### config.mk
export PLATFORM = sky130hd
export DESIGN_NAME = store_buffer
export DESIGN_NICKNAME = d
export VERILOG_FILES = /design/src/rtl/store_buffer.sv
export SDC_FILE = /design/constraint.sdc
export NUM_CORES = 1
export LEC_CHECK = 0
export BUFFER_PORTS_ARGS = -buffer_cell sky130_fd_sc_hd__buf_4
export CORE_ASPECT_RATIO = 0.6
export CORE_MARGIN = 2
export CORE_UTILIZATION = 38
export DETAILED_ROUTE_END_ITERATION = 8
export PLACE_DENSITY = 0.55
export SLEW_MARGIN = 20
export SYNTH_ARGS = -nofsm -noshare
export SYNTH_HDL_FRONTEND = slang
export SYNTH_SLANG_ARGS = --single-unit
### constraint.sdc
create_clock -name clk -period 7.25 [get_ports clk]
set_input_delay 1.0875 -clock clk [delete_from_list [all_inputs] [get_ports clk]]
set_output_delay 1.0875 -clock clk [all_outputs]
set_load 0.1 [all_outputs]
### src/rtl/store_buffer.sv
// store_buffer: in-order FIFO of lane-shifted stores that feeds the data memory.
// Define STORE_BUFFER_FWD_EN to add store-to-load byte forwarding; the default build omits it.
module store_buffer #(
  parameter int unsigned DEPTH = 4
) (
  input  logic                   clk,
  input  logic                   rst_n,
  input  logic                   in_valid,
  output logic                   in_ready,
  input  logic [31:0]            in_addr,
  input  logic [31:0]            in_data,
  input  logic [3:0]             in_mask,
  output logic                   mem_valid,
  input  logic                   mem_ready,
  output logic [31:0]            mem_addr,
  output logic [31:0]            mem_data,
  output logic [3:0]             mem_mask,
  input  logic [31:0]            ld_addr,
  output logic [3:0]             ld_fwd_mask,
  output logic [31:0]            ld_fwd_data,
  output logic                   misalign,
  output logic [$clog2(DEPTH):0] count
);

  localparam int unsigned AW = $clog2(DEPTH);
  localparam int unsigned CW = AW + 1;
  localparam logic [CW-1:0] FullCount = CW'(DEPTH);

  // Word addresses only; the byte offset has already been folded into mask/data.
  logic [29:0]   addr_q [DEPTH];
  logic [31:0]   data_q [DEPTH];
  logic [3:0]    mask_q [DEPTH];

  logic [AW-1:0] wptr_q, rptr_q;
  logic [CW-1:0] count_q;
  logic          misalign_q;

  logic [6:0]    mask_wide;
  logic [31:0]   data_shift;
  logic          overflow;
  logic          accept;
  logic          push;
  logic          pop;

  always_comb begin
    mask_wide  = {3'b000, in_mask} << in_addr[1:0];
    data_shift = in_data << {in_addr[1:0], 3'b000};
    overflow   = |mask_wide[6:4];
    in_ready   = rst_n && (count_q < FullCount);
    mem_valid  = rst_n && (count_q != '0);
    accept     = in_valid && in_ready;
    // Misaligned and empty-mask stores still handshake but never occupy an entry.
    push       = accept && !overflow && (in_mask != 4'b0000);
    pop        = mem_valid && mem_ready;
  end

  always_ff @(posedge clk) begin
    if (!rst_n) begin
      wptr_q     <= '0;
      rptr_q     <= '0;
      count_q    <= '0;
      misalign_q <= 1'b0;
    end else begin
      if (push) wptr_q <= wptr_q + AW'(1);
      if (pop)  rptr_q <= rptr_q + AW'(1);
      case ({push, pop})
        2'b10:   count_q <= count_q + CW'(1);
        2'b01:   count_q <= count_q - CW'(1);
        default: count_q <= count_q;
      endcase
      misalign_q <= accept && overflow;
    end
  end

  // Entry storage is deliberately left out of reset.
  always_ff @(posedge clk) begin
    if (push) begin
      addr_q[wptr_q] <= in_addr[31:2];
      data_q[wptr_q] <= data_shift;
      mask_q[wptr_q] <= mask_wide[3:0];
    end
  end

  assign mem_addr = {addr_q[rptr_q], 2'b00};
  assign mem_data = data_q[rptr_q];
  assign mem_mask = mask_q[rptr_q];
  assign misalign = misalign_q;
  assign count    = count_q;

`ifdef STORE_BUFFER_FWD_EN
  logic [AW-1:0] fwd_idx;
  logic          unused_ld;

  // Walk oldest to youngest so younger matches overwrite older ones per lane.
  always_comb begin
    ld_fwd_mask = '0;
    ld_fwd_data = '0;
    fwd_idx     = rptr_q;
    for (int unsigned i = 0; i < DEPTH; i++) begin
      fwd_idx = rptr_q + AW'(i);
      if ((CW'(i) < count_q) && (addr_q[fwd_idx] == ld_addr[31:2])) begin
        for (int unsigned b = 0; b < 4; b++) begin
          if (mask_q[fwd_idx][b]) begin
            ld_fwd_mask[b]        = 1'b1;
            ld_fwd_data[8*b +: 8] = data_q[fwd_idx][8*b +: 8];
          end
        end
      end
    end
    if (!rst_n) begin
      ld_fwd_mask = '0;
      ld_fwd_data = '0;
    end
  end

  assign unused_ld = ^ld_addr[1:0];
`else
  logic unused_ld;

  assign ld_fwd_mask = '0;
  assign ld_fwd_data = '0;
  assign unused_ld   = ^ld_addr;
`endif

endmodule

# Word-level counts from Yosys, hierarchy flattened
# Memories as Yosys holds them, arrays and structs flattened. A register that Yosys moved wholly into a read port is not among the register bits.
# Cells that the tools add are included.
classes:
  mux: 9
  addsub: 4
  n_eq_ne: 2
  n_reduce_logical: 12
  n_shift: 2
  magnitude_cmp: 1
ops:
  columns: ["operator", "n"]
  rows:
  - ["<< shifter 32 x 5 -> 32 bit", 1]
  - ["two-way mux 2 bit", 6]
  - ["logical AND 1 bit", 7]
  - ["<< shifter 4 x 2 -> 7 bit", 1]
  - ["case mux 3 bit (2 select lines)", 1]
  - ["adder 2 x 1 -> 2 bit, second input constant", 2]
  - ["nonzero test 4 bit", 1]
  - ["adder 3 x 1 -> 3 bit, second input constant", 1]
  - ["< comparator 3 bit, second input constant", 1]
  - ["nonzero test 3 bit", 1]
  - ["OR reduction 3 bit", 1]
  - ["subtractor 3 x 1 -> 3 bit, second input constant", 1]
  - ["equality test 2 x 1 -> 1 bit, second input constant", 1]
  - ["equality test 2 bit, second input constant", 1]
  - ["two-way mux 1 bit", 2]
  - ["nonzero test 2 bit", 1]
  - ["zero test 1 bit", 1]
totals:
  mem_count: 3
  wordCells: 37
  ramBits: 264
  reg_bits: 8
  in_bits: 104
  out_inout_bits: 110
memory_table:
  columns: ["memory", "depth", "word_bits", "read_ports", "rd_ports_with_merged_regs", "write_ports", "line_no", "text"]
  rows:
  - ["data_q", 4, 32, 1, 1, 1, "31", "logic [31:0] data_q [DEPTH];"]
  - ["addr_q", 4, 30, 1, 1, 1, "30", "logic [29:0] addr_q [DEPTH];"]
  - ["mask_q", 4, 4, 1, 1, 1, "32", "logic [3:0] mask_q [DEPTH];"]

# Depth between registers and ports, before layout
depth:
  depth_word: 7
  ltp_mapped: 9
  depth_no_buf: 9

# Worst setup path before layout
# OpenSTA, ideal clock, no wires.
synth_timing:
  path_kind: "input port to output port"
  from: "in rst_n"
  to: "out in_ready"
  required_ns: 6.162
  arrival_ns: 2.687
  cell_stages: 2
  n_path_buf: 1
  setup_slack_ns: 3.476
  path_cell_list: "clkbuf_1 nor2b_1"
synth_between:
  elab_chain_cells: 1
synth_rtl:
  columns: ["item", "line_no", "text"]
  rows:
  - ["start, declared", "7", "input logic rst_n,"]
  - ["logical AND 1 bit", "49", "in_ready = rst_n && (count_q < FullCount);"]
  - ["end, declared", "9", "output logic in_ready,"]
# Every way passes these cells.

==> metrics <==
outcome completed; Synth area leader edfxtp_1; CTS clock-pin slew for the worst setup and hold paths about 0.060 ns; DRT met1 WL about 10000 um; Synth top area share just over 70%; WHS Path Cells 1; Cell Rows 48; fill count roughly 2.4k; CP dominant cell by count buf_4; global-route wire length before repair ~33000 um; Initial Utilization between 30% and 40%; reg2reg setup slack between 4 and 5 ns; Yosys Warn Count 0; TritonCTS clock tree built; critical path arrival approximately 2.4 ns; CTS H-tree lvls 1; total wire length between 20000 and 25000 um; vias ~5.3k; DIE WIDTH roughly 220 um; number of global-route vias before repair 5648; CP required 6.16 ns; crit-path max FO 21; DR iter-0 viols 380; crit-path max cell delay 0.59 ns; layout cells sized above 1 between 30 and 40%; die height between 100 and 150 um; cells resized by post-CTS repair 0; Placed Area roughly 12000 um^2; R2R depth 3; IO Pins 214; CTS Buf Count 27; Clk Latency, worst-skew pair approximately 0.53 ns; slowest CP cell mux4_2; switching share of power ~26%; Clk pwr share ~38%; worst path bufs/invs 2; Synth area leaders edfxtp_1, mux4_2, buf_4, mux2i_1, dfxtp_1; P_leak between 0.004 and 0.005 uW; largest net degree at the start of global routing 67; GRT Resource Usage Total between 10% and 20%; Cell Area, Synth ~11000 um^2; DRT Pass-1 Iters 4; combinational share of power around an eighth; Syn-to-layout area delta 20.9%; Max Root-Sink Buffers 3; kind of cell adding the most delay to the critical path buffers and inverters; Worst path depth 3; Gate Count Post-Synth around 530; Die Area between 30000 and 40000 um^2; ANT cells 0; total power ~3600 uW; dpl cells 1026; reg2reg start count[2]; final worst-path cycle share between 40% and 50%; crit path cell chain buf_4, mux4_2, buf_4; minimum clock period 3.51 ns; power density cells around 270 nW/um^2; Hold Fails Final Rpt 0; vias per cell 4.89; routed length per placed instance slightly above 20 um; WS Path Type flip-flop to output pin; port buffer count 143; setup bufs post-CTS 0; nets roughly 800; register bit count reported by yosys between 200 and 300; Crit. End Element output pin; Max Fclk approximately 280 MHz; power share of the sequential group 49.6%; RSZ-0062 raised after global routing no; initial antenna violation count 0; Worst setup SP type flip-flop; setup_tns 0 ns; switching pwr between 900 and 1000 uW; Max VDD drop about 140 uV; Yosys cell types 33; worst slew pin tran 1.03 ns; cts hold-fix bufs 0; Final Skew 0.0135 ns; design area between 10000 and 15000 um^2; fin. max-slew vios 0; most frequent cells in the layout edfxtp_1, buf_4, mux4_2, conb_1, clkbuf_16; Reg-to-Reg End addr_q[1][22]; # DRC 0; DR WL met2 roughly 10000 um; Root Driver clkbuf_16; register area share after synthesis between 70% and 80%; Post-DRT Antenna Nets 0; RePlAce Congestion approximately 0.82; Int Pwr about 2700 uW; clk sink count between 200 and 300; Max Cap Viol 0; commonest non-fill, non-tap cell in the layout edfxtp_1; Setup Viol. Count Final 0; hold path start rptr_q[1]; uppermost layer routed met4; slew margin rel. 31.4%; core area approximately 29000 um^2; grt total ovfl 0; class of the worst hold path flip-flop to flip-flop; post-DP HPWL about 13000 um; met3 wire length a little over 800 um; post-route insts no fill around 1.1k; Avg Cell Area, Syn between 20 and 25 um^2
## sequential cells by signal, indices dropped and copies added (netlist names), named ones only
name      cells
count         3
data_q      128
misalign      1
wptr_q        2
mask_q       16
addr_q      120
rptr_q        2
## power groups by stage
stage / Sequential (uW) / Clock [uW] / Combinational [uW]
after CTS: 1780 / 1390 / 437
final: 1770 / 1360 / 443
after global placement: 1810 / 0 / 430
after floorplan: 1810 / 0 / 349
after global routing: 1770 / 1450 / 463
after detailed placement: 1810 / 0 / 436
## cell usage after synthesis, drive strengths merged
master     n
a2111oi    1
a211oi     9
a21boi     1
a21o       1
a21oi     10
and2      17
buf       57
clkbuf     5
conb       1
dfxtp     10
edfxtp   264
fa         1
ha         5
inv        7
mux2i     21
mux4      66
nand2     14
nand3b     1
nor2      11
nor2b     11
nor4       1
o21a       1
o21ai     11
o311a      1
o31a       1
or3        1
xnor2      1
xor2       2
## per-layer routing
layer	track usage, %	vias to the layer above
met1	20.6	2752
li1	-	2371
met3	2.78	34
met4	3.80	0
met2	23.9	114
met5	0	-
## logic make-up after synthesis
group | synth area share, %
other cells | 0.0344
xor+xnor | 0.241
compound gates | 2.21
simple gates | 2.65
mux | 15.5
fa+ha+maj | 0.757
buf+inv | 4.10
flops | 74.5
## per-stage QoR
step	setup slack [ns]	util, %	hold slack (ns)
detailed placement	3.62	42.8	0.447
global placement	3.66	42.8	0.435
global route	3.53	46.2	0.478
finish	3.74	46.2	0.454
CTS	3.04	45.8	0.457
floorplan	3.48	-	0.427
## worst max-delay path by stage
stage                   end  slack [ns]      start
6_report       mem_addr[22]        3.74  flip-flop
5_1_grt         mem_addr[2]        3.53  flip-flop
4_1_cts        mem_addr[22]        3.04  flip-flop
3_5_place_dp   mem_addr[22]        3.62  flip-flop
3_3_place_gp    mem_addr[2]        3.66  flip-flop
2_1_floorplan      in_ready        3.48      rst_n
## area by class of cell
cell class,instances,area [um^2],area share (%)
inverter,7,26.3,0.199
multi-input combinational,226,2490,18.9
timing repair buffer,149,1220,9.24
tap,375,469,3.56
clock inverter,17,164,1.24
sequential,274,8140,61.7
clock buffer,31,691,5.24
Note: power is estimated with default switching activity, not from simulation.
